--- src/rtl/el2_dec_trigger_csr.sv ---
// Debug trigger CSR bank (tselect/tdata1/tdata2 x4) driving the trigger packets and collecting match hits.
// Optional build macro TRIGGER_CHAIN_EN enables chaining of trigger pairs 0/1 and 2/3.
package el2_dec_trigger_csr_pkg;
    typedef struct packed {
        logic        select;
        logic        match;
        logic        store;
        logic        load;
        logic        execute;
        logic        m;
        logic [31:0] tdata2;
    } el2_trigger_pkt_t;
endpackage

module el2_dec_trigger_csr
    import el2_dec_trigger_csr_pkg::*;
#(
    parameter int          NUM_TRIG  = 4,
    parameter logic [11:0] TSEL_ADDR = 12'h7A0
) (
    input  logic                                  clk,
    input  logic                                  rst,
    input  logic                                  dbg_mode,
    input  logic                                  csr_wen,
    input  logic [11:0]                           csr_waddr,
    input  logic [31:0]                           csr_wdata,
    input  logic                                  csr_ren,
    input  logic [11:0]                           csr_raddr,
    output logic [31:0]                           csr_rdata,
    output logic                                  csr_rvalid,
    input  logic [NUM_TRIG-1:0]                   lsu_trigger_match_m,
    input  logic [NUM_TRIG-1:0]                   ifu_trigger_match,
    output el2_trigger_pkt_t [NUM_TRIG-1:0]       trigger_pkt_any,
    output logic [NUM_TRIG-1:0]                   trigger_fire,
    output logic                                  trigger_halt,
    output logic                                  trigger_brkpt
);
    localparam logic [11:0] TDATA1_ADDR = TSEL_ADDR + 12'd1;
    localparam logic [11:0] TDATA2_ADDR = TSEL_ADDR + 12'd2;

    logic [1:0]          tselect;
    logic [NUM_TRIG-1:0] dmode, hit, sel, action, chain, match, m, execute, store, load;
    logic [31:0]         tdata2 [NUM_TRIG];
    logic [31:0]         tdata1_val [NUM_TRIG];
    logic [31:0]         rd_mux;
    logic [NUM_TRIG-1:0] raw, q;
    logic                locked, wr_tsel, wr_td1, wr_td2, chain_wdata;
    logic                unused_wdata;

    // A trigger owned by the debugger cannot be touched from normal mode.
    assign locked  = dmode[tselect] & ~dbg_mode;
    assign wr_tsel = csr_wen && (csr_waddr == TSEL_ADDR);
    assign wr_td1  = csr_wen && (csr_waddr == TDATA1_ADDR) && !locked;
    assign wr_td2  = csr_wen && (csr_waddr == TDATA2_ADDR) && !locked;

`ifdef TRIGGER_CHAIN_EN
    assign chain_wdata = csr_wdata[11] & ~tselect[0];
`else
    assign chain_wdata = 1'b0;
`endif

    assign unused_wdata = ^{csr_wdata[31:28], csr_wdata[26:21], csr_wdata[18:13],
                            csr_wdata[11], csr_wdata[10:8], csr_wdata[5:3]};

    always_comb begin
        for (int i = 0; i < NUM_TRIG; i++) begin
            tdata1_val[i] = {4'd2, dmode[i], 6'h1F, hit[i], sel[i], 1'b0, 5'b0,
                             action[i], chain[i], 3'b0, match[i], m[i], 3'b0,
                             execute[i], store[i], load[i]};
        end
    end

    always_comb begin
        rd_mux = '0;
        case (csr_raddr)
            TSEL_ADDR:   rd_mux = {30'b0, tselect};
            TDATA1_ADDR: rd_mux = tdata1_val[tselect];
            TDATA2_ADDR: rd_mux = tdata2[tselect];
            default:     rd_mux = '0;
        endcase
    end

    always_comb begin
        raw = lsu_trigger_match_m | (ifu_trigger_match & execute);
        q   = raw;
`ifdef TRIGGER_CHAIN_EN
        for (int e = 0; e < NUM_TRIG; e += 2) begin
            if (chain[e]) begin
                q[e]   = raw[e] & raw[e+1];
                q[e+1] = raw[e] & raw[e+1];
            end
        end
`endif
    end

    // Packets are combinational so matchers see a CSR write on the same edge it lands.
    always_comb begin
        trigger_pkt_any = '0;
        for (int i = 0; i < NUM_TRIG; i++) begin
            trigger_pkt_any[i].select  = sel[i];
            trigger_pkt_any[i].match   = match[i];
            trigger_pkt_any[i].store   = store[i];
            trigger_pkt_any[i].load    = load[i];
            trigger_pkt_any[i].execute = execute[i];
            trigger_pkt_any[i].m       = m[i] & ~(dmode[i] & dbg_mode);
            trigger_pkt_any[i].tdata2  = tdata2[i];
        end
    end

    always_ff @(posedge clk) begin
        if (rst) begin
            tselect       <= '0;
            dmode         <= '0;
            hit           <= '0;
            sel           <= '0;
            action        <= '0;
            chain         <= '0;
            match         <= '0;
            m             <= '0;
            execute       <= '0;
            store         <= '0;
            load          <= '0;
            for (int i = 0; i < NUM_TRIG; i++) tdata2[i] <= '0;
            trigger_fire  <= '0;
            trigger_halt  <= 1'b0;
            trigger_brkpt <= 1'b0;
            csr_rdata     <= '0;
            csr_rvalid    <= 1'b0;
        end else begin
            if (wr_tsel) tselect <= csr_wdata[1:0];
            for (int i = 0; i < NUM_TRIG; i++) begin
                // A software write to tdata1 overrides the hardware hit update for that trigger.
                if (wr_td1 && (tselect == 2'(i))) begin
                    dmode[i]   <= csr_wdata[27] & dbg_mode;
                    hit[i]     <= csr_wdata[20];
                    sel[i]     <= csr_wdata[19];
                    action[i]  <= csr_wdata[12];
                    chain[i]   <= chain_wdata;
                    match[i]   <= csr_wdata[7];
                    m[i]       <= csr_wdata[6];
                    execute[i] <= csr_wdata[2];
                    store[i]   <= csr_wdata[1];
                    load[i]    <= csr_wdata[0];
                end else if (trigger_fire[i]) begin
                    hit[i] <= 1'b1;
                end
                if (wr_td2 && (tselect == 2'(i))) tdata2[i] <= csr_wdata;
            end
            trigger_fire  <= q;
            trigger_halt  <= |(q & action);
            trigger_brkpt <= |(q & ~action);
            csr_rvalid    <= csr_ren;
            csr_rdata     <= csr_ren ? rd_mux : 32'h0;
        end
    end
endmodule
--- config.mk ---
export PLATFORM = sky130hd
export DESIGN_NAME = el2_dec_trigger_csr
export DESIGN_NICKNAME = d
export VERILOG_FILES = /design/src/rtl/el2_dec_trigger_csr.sv
export SDC_FILE = /design/constraint.sdc
export NUM_CORES = 1
export LEC_CHECK = 0
export CORE_MARGIN = 3
export CORE_UTILIZATION = 25
export DETAILED_ROUTE_END_ITERATION = 6
export PLACE_DENSITY = 0.51
export SLEW_MARGIN = 20
export SYNTH_ARGS = -nofsm -noshare
export SYNTH_HDL_FRONTEND = slang
export SYNTH_SLANG_ARGS = --single-unit
export TNS_END_PERCENT = 100
--- constraint.sdc ---
create_clock -name clk -period 2.8 [get_ports clk]
set_clock_uncertainty 0.15 [all_clocks]
set_input_delay 0.42 -clock clk [delete_from_list [all_inputs] [get_ports clk]]
set_output_delay 0.42 -clock clk [all_outputs]
set_load 0.03 [all_outputs]
==> summary.md <==
The run finished with clean final reports. Measured against its own limit, the worst slew margin works out to 59.6%. The async set or reset register ratio after synthesis is 0%.

In this run, the number of DRC markers left after iteration 0 of detailed routing was 455. After synthesis the netlist holds a flip-flop and latch count of 207. The number of setup buffers added after CTS came out at 0.

Global routing consumed, on the met3 layer, 2.96% of the routing resources. For the number of cells upsized or downsized after cts, the log shows 0. Wires add up to 29.3 mm.

The per-cell routed wire length was 20.8 um; the global-route wire length before repair was 42.6 mm. Counting every sink on the clock net gives 207. The run gives 0 ns as the sum of negative setup slack.

Measured along the x axis, the die boundary spans 192 um. The average size of a mapped cell is 13.1 um^2. Global routing consumed, on the met1 layer, 20.9% of the routing resources. VDD sags by at most 0.426 mV. The worst hold path belongs to the class in2reg. Registers are responsible for 46.7% of the overall power. The tools report the total of max-cap violations as 0. In this run the power spent charging and discharging nets is 1.62 mW. Count of input and output buffers: 259. The via count is 6311. Number of pins with negative max-slew slack in the final report: 0. The layout cell share with drive strength beyond 1 is 14.1%. Global routing used 15.5% of the available tracks. Routability-driven placement finished with a final weighted congestion of 0.754. Worst endpoint required time: 2.23 ns. The initial antenna violation count came out at 3. Row generation in the floorplan step produced 67 rows. Setup repair after global routing left no endpoint under its margin.

At the pin with the least slew margin, the transition time is 0.606 ns. Clock-pin transition on the worst setup and hold timing paths: 0.06 ns. The net count of the finished layout is 1005. The post-detailed-route via-to-cell ratio came out at 4.49.

The tools report the via count of the first global-routing pass as 6533. The run gives 33 as the maximum number of pins on one net before global-route repair. The worst setup path is launched from an input port. TritonCTS built the clock tree. The die is 192 um tall. After detailed routing, the number of remaining DRC violations is 0.

The Yosys step of the flow raised 0 warnings. The maximum buffer depth of the clock tree is 3, and the number of levels in the clock H-tree is 1. The mapped netlist covers 8640 um^2. Clock root buffer: sky130_fd_sc_hd__clkbuf_16.

In this run the count of I/O pins placed on the die edge is 260. Global routing used 25.7% of the available met2 tracks. Setup violations remaining at the end of the flow were counted as 0.

In the synthesized netlist the dominant register cell turns out to be sky130_fd_sc_hd__edfxtp_1. At the later pin of the worst-skew pair, clock insertion delay measures 0.51 ns. Detailed placement finished with a half-perimeter wire length of 21.6 mm. The clock network burns 45.1% of the power. For this design the ratio of total power to cell area is 558 nW/um^2.

Of the available clock period, the critical path in the final layout requires 93.9%. The run gives 1357 as the count of placed standard cells including taps. The area growth from synthesis to layout is 48.4%.

STA puts the critical path data arrival time at 2.06 ns. The worst setup path is of the in2out kind. The synthesized design contains 128 enable-type register cells. The cell internal power dissipation was 5.54 mW; the post-synth net total was 730. The worst hold slack after final layout was 0.179 ns; the sequential-to-total area share from yosys stat was 62.8%.

Excluding fillers, the count of instances in the completed layout stands at 1405. The cell count after synthesis came out at 661. The detail route stage leaves a number of antenna-violating nets equal to 0. The worst setup path is captured at an output pin.

Net switching is 22.6% of the power. The core region is 33800 um^2. The final total power was 7.15 mW; the number of CTS-inserted buffers was 25. The initial utilization of the core area, before any placement, comes to 25.6%.

The cell leakage power came out at 4.70 nW. The floorplan step defined a die boundary enclosing 36800 um^2. The minimum clock period came out at 2.63 ns.

The global routing stage identified its most utilized layer as met2. The logs give 0.380 GHz for the maximum achievable frequency and 0 for the count of endpoints failing hold in the final timing report. The number of distinct standard cells referenced by the synthesized netlist is 42, and the top fanout value on the critical path is 7. Combinational logic is responsible for 8.1% of the overall power. The first detailed-routing pass ran for 5 iterations.

The total congestion overflow after global routing is 0, and the number of hold buffers added after CTS is 0.
routing by layer:
metal | vias to the layer above | part of all wire, %
met5 | - | 0.044
met4 | 2 | 2.4
met3 | 38 | 6.7
met2 | 227 | 47
met1 | 3124 | 44
li1 | 2920 | -
registers in the layout, indices dropped and copies added (netlist names), 2 cells and up, named ones only:
signal / count
tdata2: 128
dmode: 4
execute: 4
store: 4
tselect: 2
trigger_fire: 4
m: 4
match: 4
action: 4
load: 4
csr_rdata: 32
hit: 4
sel: 4
synthesized netlist by cell type, types with 6 or more instances:
cell,number,area share (%)
sky130_fd_sc_hd__mux4_2,38,9.9
sky130_fd_sc_hd__a22oi_1,6,0.52
sky130_fd_sc_hd__and3_1,17,1.2
sky130_fd_sc_hd__dfxtp_1,79,18
sky130_fd_sc_hd__nand2_1,6,0.26
sky130_fd_sc_hd__edfxtp_1,128,45
sky130_fd_sc_hd__nand2b_1,70,5.1
sky130_fd_sc_hd__inv_1,14,0.61
sky130_fd_sc_hd__a21oi_1,7,0.41
sky130_fd_sc_hd__clkbuf_1,18,0.78
sky130_fd_sc_hd__nor2_1,149,6.5
sky130_fd_sc_hd__buf_2,22,1.3
sky130_fd_sc_hd__mux2i_1,41,4.8
sky130_fd_sc_hd__o21ai_0,8,0.46
sky130_fd_sc_hd__buf_1,9,0.39
through the flow:
step | instance area (um^2) | worst slack [ns] | utilization (%)
after global placement | 12000 | 0.107 | 35.4
final | 12800 | 0.170 | 37.9
after floorplan | 8640 | 0.0367 | -
after CTS | 12800 | 0.195 | 37.9
after detailed placement | 12000 | 0.104 | 35.4
after global routing | 12800 | 0.0908 | 37.9
logic make-up after synthesis:
group / count (synthesis) / synth area share [%]
buf+inv: 63 / 3.06
flops: 207 / 62.8
compound gates: 40 / 3.25
mux: 80 / 14.8
simple gates: 271 / 16.1
area by class of cell:
| cell class | count | area [um^2] |
|---|---|---|
| diodes | 2 | 5.00 |
| clock buffers | 38 | 766 |
| inverters | 14 | 52.6 |
| flip-flops and latches | 207 | 5430 |
| multi-input cells | 391 | 2970 |
| repair buffers | 297 | 2960 |
| clock inverters | 8 | 73.8 |
| fillers | 3310 | 21000 |
| well taps | 448 | 561 |
cells in the final DEF, fill, tap and decap left out, drive strengths merged, types with 2 or more instances in the layout:
cell type | Yosys | final
nand3 | 3 | 3
nor4bb | 2 | 2
a22oi | 6 | 6
mux2i | 41 | 41
o21ai | 8 | 8
clkdlybuf4s50 | 0 | 258
clkinvlp | 0 | 2
a21oi | 7 | 7
o21bai | 4 | 4
nand2 | 6 | 6
inv | 14 | 15
clkinv | 0 | 4
nor4b | 3 | 3
a21boi | 5 | 5
diode | 0 | 2
clkbuf | 18 | 38
o22ai | 3 | 3
nor4 | 2 | 2
nor2 | 149 | 149
and4b | 2 | 2
nor3 | 4 | 4
nand2b | 70 | 70
nand4 | 4 | 4
buf | 31 | 39
mux4 | 38 | 38
dfxtp | 79 | 79
edfxtp | 128 | 128
and3 | 17 | 17
nand4b | 5 | 5
power groups by stage:
stage	Clock, mW	Sequential (mW)	Combinational, mW
finish	3.23	3.34	0.582
global route	3.44	3.35	0.615
CTS	3.32	3.34	0.593
detailed placement	0	3.41	0.590
global placement	0	3.41	0.589
floorplan	0	3.53	0.131
final timing paths:
check,startpoint,end,slack [ns],cells past startpoint
hold / removal,rst,store[1],0.18,3
hold reg to reg,m[3],m[3],0.34,2
setup reg to reg,tselect[0],tdata2[2][11],0.55,6
setup / recovery,dbg_mode,trigger_pkt_any[146],0.17,3
worst max-delay path, cell delays in order:
cell and delay [ns]:
sky130_fd_sc_hd__clkdlybuf4s50_1 0.54, sky130_fd_sc_hd__a21boi_0 0.36, sky130_fd_sc_hd__clkdlybuf4s50_1 0.74
Power figures use the tool's default switching activity.
